File: config.mk
export PLATFORM = sky130hd
export DESIGN_NAME = wave_mixer
export DESIGN_NICKNAME = d
export VERILOG_FILES = /design/src/rtl/wave_mixer_pkg.sv /design/src/rtl/wave_sat.sv /design/src/rtl/wave_mixer.sv
export SDC_FILE = /design/constraint.sdc
export NUM_CORES = 1
export LEC_CHECK = 0
export CORE_MARGIN = 2
export CORE_UTILIZATION = 59
export CTS_CLUSTER_DIAMETER = 30
export DETAILED_ROUTE_END_ITERATION = 16
export PLACE_DENSITY = 0.82
export SLEW_MARGIN = 5
export SYNTH_ARGS = -nofsm -noshare
export SYNTH_HDL_FRONTEND = slang
export SYNTH_SLANG_ARGS = --single-unit
File: constraint.sdc
create_clock -name I_CLK -period 10.4 [get_ports I_CLK]
set_input_delay 1.04 -clock I_CLK [delete_from_list [all_inputs] [get_ports I_CLK]]
set_output_delay 1.04 -clock I_CLK [all_outputs]
set_load 0.02 [all_outputs]
File: src/rtl/wave_mixer_pkg.sv
// Shared constants and types for the channel mixer.
// Sample/volume widths match the per-channel wave_sound players.
package wave_mixer_pkg;

    localparam int NUM_CHAN  = 8;
    localparam int IDX_W     = 3;
    localparam int SAMPLE_W  = 16;
    localparam int VOL_W     = 8;
    localparam int VOL_SHIFT = 7;
    localparam int TERM_W    = 18;
    localparam int ACC_W     = 21;
    localparam int MIX_W     = 23;
    localparam int PROD_W    = ACC_W + VOL_W + 1;

    localparam logic [VOL_W-1:0] VOL_UNITY = 8'h80;
    localparam logic [IDX_W-1:0] LAST_CH   = IDX_W'(NUM_CHAN - 1);

    typedef enum logic [1:0] {
        ST_IDLE,
        ST_ACCUM,
        ST_MASTER,
        ST_SAT
    } mix_state_t;

endpackage

File: src/rtl/wave_sat.sv
// Combinational clamp of a 23-bit signed mix to a 16-bit signed sample.
// The clip flag marks any value that had to be clamped.
module wave_sat
    import wave_mixer_pkg::*;
(
    input  logic signed [MIX_W-1:0]    din,
    output logic signed [SAMPLE_W-1:0] dout,
    output logic                       clip
);

    localparam logic signed [MIX_W-1:0] MAX_V = MIX_W'(32767);
    localparam logic signed [MIX_W-1:0] MIN_V = -MIX_W'(32768);

    always_comb begin
        dout = din[SAMPLE_W-1:0];
        clip = 1'b0;
        if (din > MAX_V) begin
            dout = 16'sh7FFF;
            clip = 1'b1;
        end else if (din < MIN_V) begin
            dout = -16'sh8000;
            clip = 1'b1;
        end
    end

endmodule

File: src/rtl/wave_mixer.sv
// Mixes the per-channel player samples into one output sample with
// per-channel and master volume; one shared multiplier serves both.
module wave_mixer
    import wave_mixer_pkg::*;
(
    input  logic                         I_CLK,
    input  logic                         I_RSTn,
    input  logic [NUM_CHAN*SAMPLE_W-1:0] I_CH_SND,
    input  logic [NUM_CHAN-1:0]          I_CH_EN,
    input  logic                         I_MIX_TRIG,
    input  logic                         I_VOL_WE,
    input  logic [IDX_W-1:0]             I_VOL_CHAN,
    input  logic [VOL_W-1:0]             I_VOL_DATA,
    input  logic [VOL_W-1:0]             I_MASTER_VOL,
    input  logic                         I_CLIP_CLR,
    output logic [SAMPLE_W-1:0]          O_SND,
    output logic                         O_SND_VALID,
    output logic                         O_BUSY,
    output logic                         O_CLIP
);

    mix_state_t state;

    logic [IDX_W-1:0]           idx;
    logic signed [SAMPLE_W-1:0] snd_q [NUM_CHAN];
    logic [NUM_CHAN-1:0]        en_q;
    logic [VOL_W-1:0]           mvol_q;
    logic [VOL_W-1:0]           vol [NUM_CHAN];
    logic signed [ACC_W-1:0]    acc;
    logic signed [MIX_W-1:0]    mix_q;

    logic signed [ACC_W-1:0]    mul_a;
    logic signed [VOL_W:0]      mul_b;
    logic signed [PROD_W-1:0]   prod;
    logic signed [PROD_W-1:0]   prod_sh;
    logic signed [TERM_W-1:0]   term;
    logic signed [SAMPLE_W-1:0] sat_out;
    logic                       sat_clip;

    always_comb begin
        mul_a = ACC_W'(snd_q[idx]);
        mul_b = {1'b0, vol[idx]};
        if (state == ST_MASTER) begin
            mul_a = acc;
            mul_b = {1'b0, mvol_q};
        end
    end

    assign prod    = mul_a * mul_b;
    assign prod_sh = prod >>> VOL_SHIFT;
    assign term    = en_q[idx] ? prod_sh[TERM_W-1:0] : '0;

    wave_sat u_sat (
        .din  (mix_q),
        .dout (sat_out),
        .clip (sat_clip)
    );

    // Writes land at the edge, so an in-flight channel sees the old value.
    always_ff @(posedge I_CLK or negedge I_RSTn) begin
        if (!I_RSTn) begin
            for (int i = 0; i < NUM_CHAN; i++)
                vol[i] <= VOL_UNITY;
        end else if (I_VOL_WE) begin
            vol[I_VOL_CHAN] <= I_VOL_DATA;
        end
    end

    always_ff @(posedge I_CLK or negedge I_RSTn) begin
        if (!I_RSTn) begin
            state       <= ST_IDLE;
            idx         <= '0;
            en_q        <= '0;
            mvol_q      <= '0;
            acc         <= '0;
            mix_q       <= '0;
            O_SND       <= '0;
            O_SND_VALID <= 1'b0;
            O_BUSY      <= 1'b0;
            O_CLIP      <= 1'b0;
            for (int i = 0; i < NUM_CHAN; i++)
                snd_q[i] <= '0;
        end else begin
            O_SND_VALID <= 1'b0;
            if (I_CLIP_CLR)
                O_CLIP <= 1'b0;
            case (state)
                ST_IDLE: begin
                    if (I_MIX_TRIG) begin
                        for (int i = 0; i < NUM_CHAN; i++)
                            snd_q[i] <= I_CH_SND[i*SAMPLE_W +: SAMPLE_W];
                        en_q   <= I_CH_EN;
                        mvol_q <= I_MASTER_VOL;
                        acc    <= '0;
                        idx    <= '0;
                        O_BUSY <= 1'b1;
                        state  <= ST_ACCUM;
                    end
                end
                ST_ACCUM: begin
                    acc <= acc + ACC_W'(term);
                    idx <= idx + 1'b1;
                    if (idx == LAST_CH)
                        state <= ST_MASTER;
                end
                ST_MASTER: begin
                    mix_q <= prod_sh[MIX_W-1:0];
                    state <= ST_SAT;
                end
                ST_SAT: begin
                    O_SND       <= sat_out;
                    O_SND_VALID <= 1'b1;
                    O_BUSY      <= 1'b0;
                    if (sat_clip)
                        O_CLIP <= 1'b1;
                    state <= ST_IDLE;
                end
                default: state <= ST_IDLE;
            endcase
        end
    end

endmodule

==> impl_metrics.ini <==
[drt]
routed-via-count = 13293
wl_per_cell_um = 21.7
final_antenna_net_count = 0
route.detailed.drc = 0
drtIter0Drc = 928
finalWirelength_um = 48700
detail_route.vias_per_cell = 5.91
detail_route.first_pass.iterations = 5

[synthesis]
async_reset_ff_share_pct = 100
synth_edf_count = 0
synth_fp_nets = 1985
syn-instance-count = 1611
sequential_to_total_area_share_from_yosys_stat_pct = 37.1
yosysUniqueCellTypes = 60
most_frequently_used_flop_master_after_synthesis = dfrtp_1
synth_area_per_cell_um2 = 11.6
synth.ff_latch_count = 276
synth-warning-count = 0
summed_instance_area_of_the_synthesized_netlist_um2 = 18700

[die]
dieWidth_um = 182
die_h_um = 182
row_count = 65
die_area_um2 = 33000
boundaryPins = 179
placeableCoreArea_um2 = 31300
initial_core_util_pct = 59.6

[cells_and_area]
areaGrowthSynthToFinish_pct = 23.2
nFillCells = 1855
most_common_cell_after_layout_fill_and_taps_aside = dfrtp_1
most-common-layout-cells = dfrtp_1 (265), inv_1 (221), mux2_2 (215)
layout.area.seq_um2 = 6920
fraction_of_final_layout_cells_with_drive_strength_greater_than_1_pct = 22.5
nNetsFinal = 2173
multi_input_area_um2 = 10600

[sta]
timing.clock.skew_ps = 48.9
setup-tns-final_ps = 0
fin_hold_ws_ps = 502
rsz_0062_raised_after_global_routing = false
timing.final.max_slew_violations = 0
finalHoldViolations = 0
fmaxAchievable_mhz = 103
report.final.setup_viol = 0
timing.slew.headroom_pct = 16.1
finalCriticalPeriod_ps = 9710
fraction_of_the_cycle_the_final_worst_path_needs_pct = 93.3
worst_pin_slew_ps = 1260

[status]
status = completed

[run]
max-cap-violations = 0

[placement]
place.gp.congestion = 0.905
hpwlAfterDp_um = 32000
buffer_ports.inserted = 178

[critical_path]
start_kind = flop
criticalPathCategory = flop to flop
r2r-end = acc[20]
worstPathBufferInverterCount = 3
worstReg2RegStart = idx[1]
r2r_slack_ps = 690
cp_slowest_cell = dfrtp_2
worst-path-max-fanout = 33
timing.critical_path.slowest_cell_delay_ps = 970
r2r.worst_path.cells = 35
critPathRequiredTime_ps = 10870
timing.critical_path.arrival_ps = 10180
critical_path.top_delay_family = compound AO/OA/AOI/OAI gates
worst_setup_path_end_kind = flop

[grt]
antenna_violations_before_repair = 9
grt_usage_pct = 30.6
wire_length_of_the_first_global_routing_pass_um = 78600
grt-ovfl-total = 0
grt_start_max_net_pins = 158
grt_pass1_vias = 14986

[cts]
worst_setup_hold_path_clk_slew_ps = 50
clk_path_buf_depth = 3
cts_max_level = 2
clock_sink_count = 276
root_buffer_cell = clkbuf_16
cts_tree = yes
tritoncts.num_buffers = 56
clock_latency_ps = 600

[min_path]
hold_class = flop to flop
instance_count_along_the_most_critical_hold_path = 1
hold-path-endpoint = snd_q[31]
hold_path.startpoint = snd_q[31]
## how the worst max path moves through the flow
stage               startpoint      end  slack, ps  cells after the start
floorplan               idx[0]  acc[20]       1680                     38
global placement        idx[0]  acc[20]       1340                     37
detailed placement      idx[0]  acc[20]       1060                     37
CTS                     idx[0]  acc[20]        680                     35
global route            idx[0]  acc[20]        100                     33
finish                  idx[1]  acc[20]        690                     35
## layer usage
| metal | vias to the layer above | global-route usage (%) | part of all wire (%) |
|---|---|---|---|
| met5 | - | 0 | 0.16 |
| met4 | 12 | 15.2 | 4.4 |
| met3 | 166 | 8.52 | 8.1 |
| met2 | 594 | 51.2 | 50 |
| met1 | 6706 | 36.6 | 38 |
| li1 | 5815 | - | - |
## Yosys cell counts, types with 3 or more instances
library cell / count / area [um2]
o21ai_0: 31 / 155
a21o_1: 23 / 173
a31oi_1: 5 / 31.3
o21a_1: 6 / 45.0
ha_1: 82 / 1030
mux2i_1: 49 / 490
o211ai_1: 15 / 113
mux2_2: 215 / 2420
nand2_1: 87 / 327
or2_2: 4 / 25.0
xor2_1: 16 / 140
a21oi_1: 48 / 240
o21bai_1: 6 / 45.0
nor2_1: 123 / 462
nand3_1: 6 / 30.0
nor3_1: 6 / 30.0
dfstp_2: 8 / 210
nor2b_1: 16 / 100
nand4_1: 4 / 25.0
nand2b_1: 21 / 131
buf_4: 4 / 30.0
clkbuf_1: 52 / 195
inv_1: 221 / 830
xnor2_1: 31 / 272
dfrtp_1: 268 / 6710
a22o_1: 22 / 193
o21ai_1: 7 / 35.0
nand4b_1: 3 / 26.3
mux4_2: 45 / 1010
and3_1: 9 / 56.3
fa_1: 132 / 2640
buf_1: 9 / 33.8
## timing repair
action,CTS,global route
endpoints found under the setup margin,0,1
buffers inserted,0,1
gates resized for setup,0,0
hold buffers,0,0
## area by class of cell
type / count / area share, %
repair buffers: 200 / 8.66
diodes: 1 / 0.0109
flip-flops and latches: 276 / 30.1
clock buffers: 61 / 6.40
well taps: 402 / 2.19
multi-input cells: 1044 / 46.2
clock inverters: 43 / 2.76
inverters: 221 / 3.61
## cell families after synthesis
group | count (synthesis) | synth area share (%)
xor gates and xnor gates | 47 | 2.21
DFF | 276 | 37.1
AOI/OAI and AO/OA | 182 | 6.67
adders and majority gates | 214 | 19.7
muxes | 312 | 21.4
buffers and inverters | 291 | 6.12
and+or+nand+nor | 289 | 6.89
## through the flow
step | area (um2) | instances | utilization, % | setup WS, ps
6_report | 23000 | 2248 | 73.4 | 693
5_1_grt | 23000 | 2247 | 73.4 | 100
4_1_cts | 23000 | 2246 | 73.3 | 683
3_5_place_dp | 20900 | 2142 | 66.6 | 1060
3_3_place_gp | 20900 | 2142 | 66.6 | 1340
2_1_floorplan | 18700 | 1611 | - | 1680
## registers in the layout, indices dropped and copies added (netlist names)
register     cells
vol             64
O_CLIP           1
en_q             8
O_SND           16
acc             21
mvol_q           8
state            2
idx              3
mix_q           23
snd_q          128
O_SND_VALID      1
O_BUSY           1
Power is left out: the tool's default activity adds up to more than one toggle a clock period on the data nets, which glitch-free logic cannot reach.
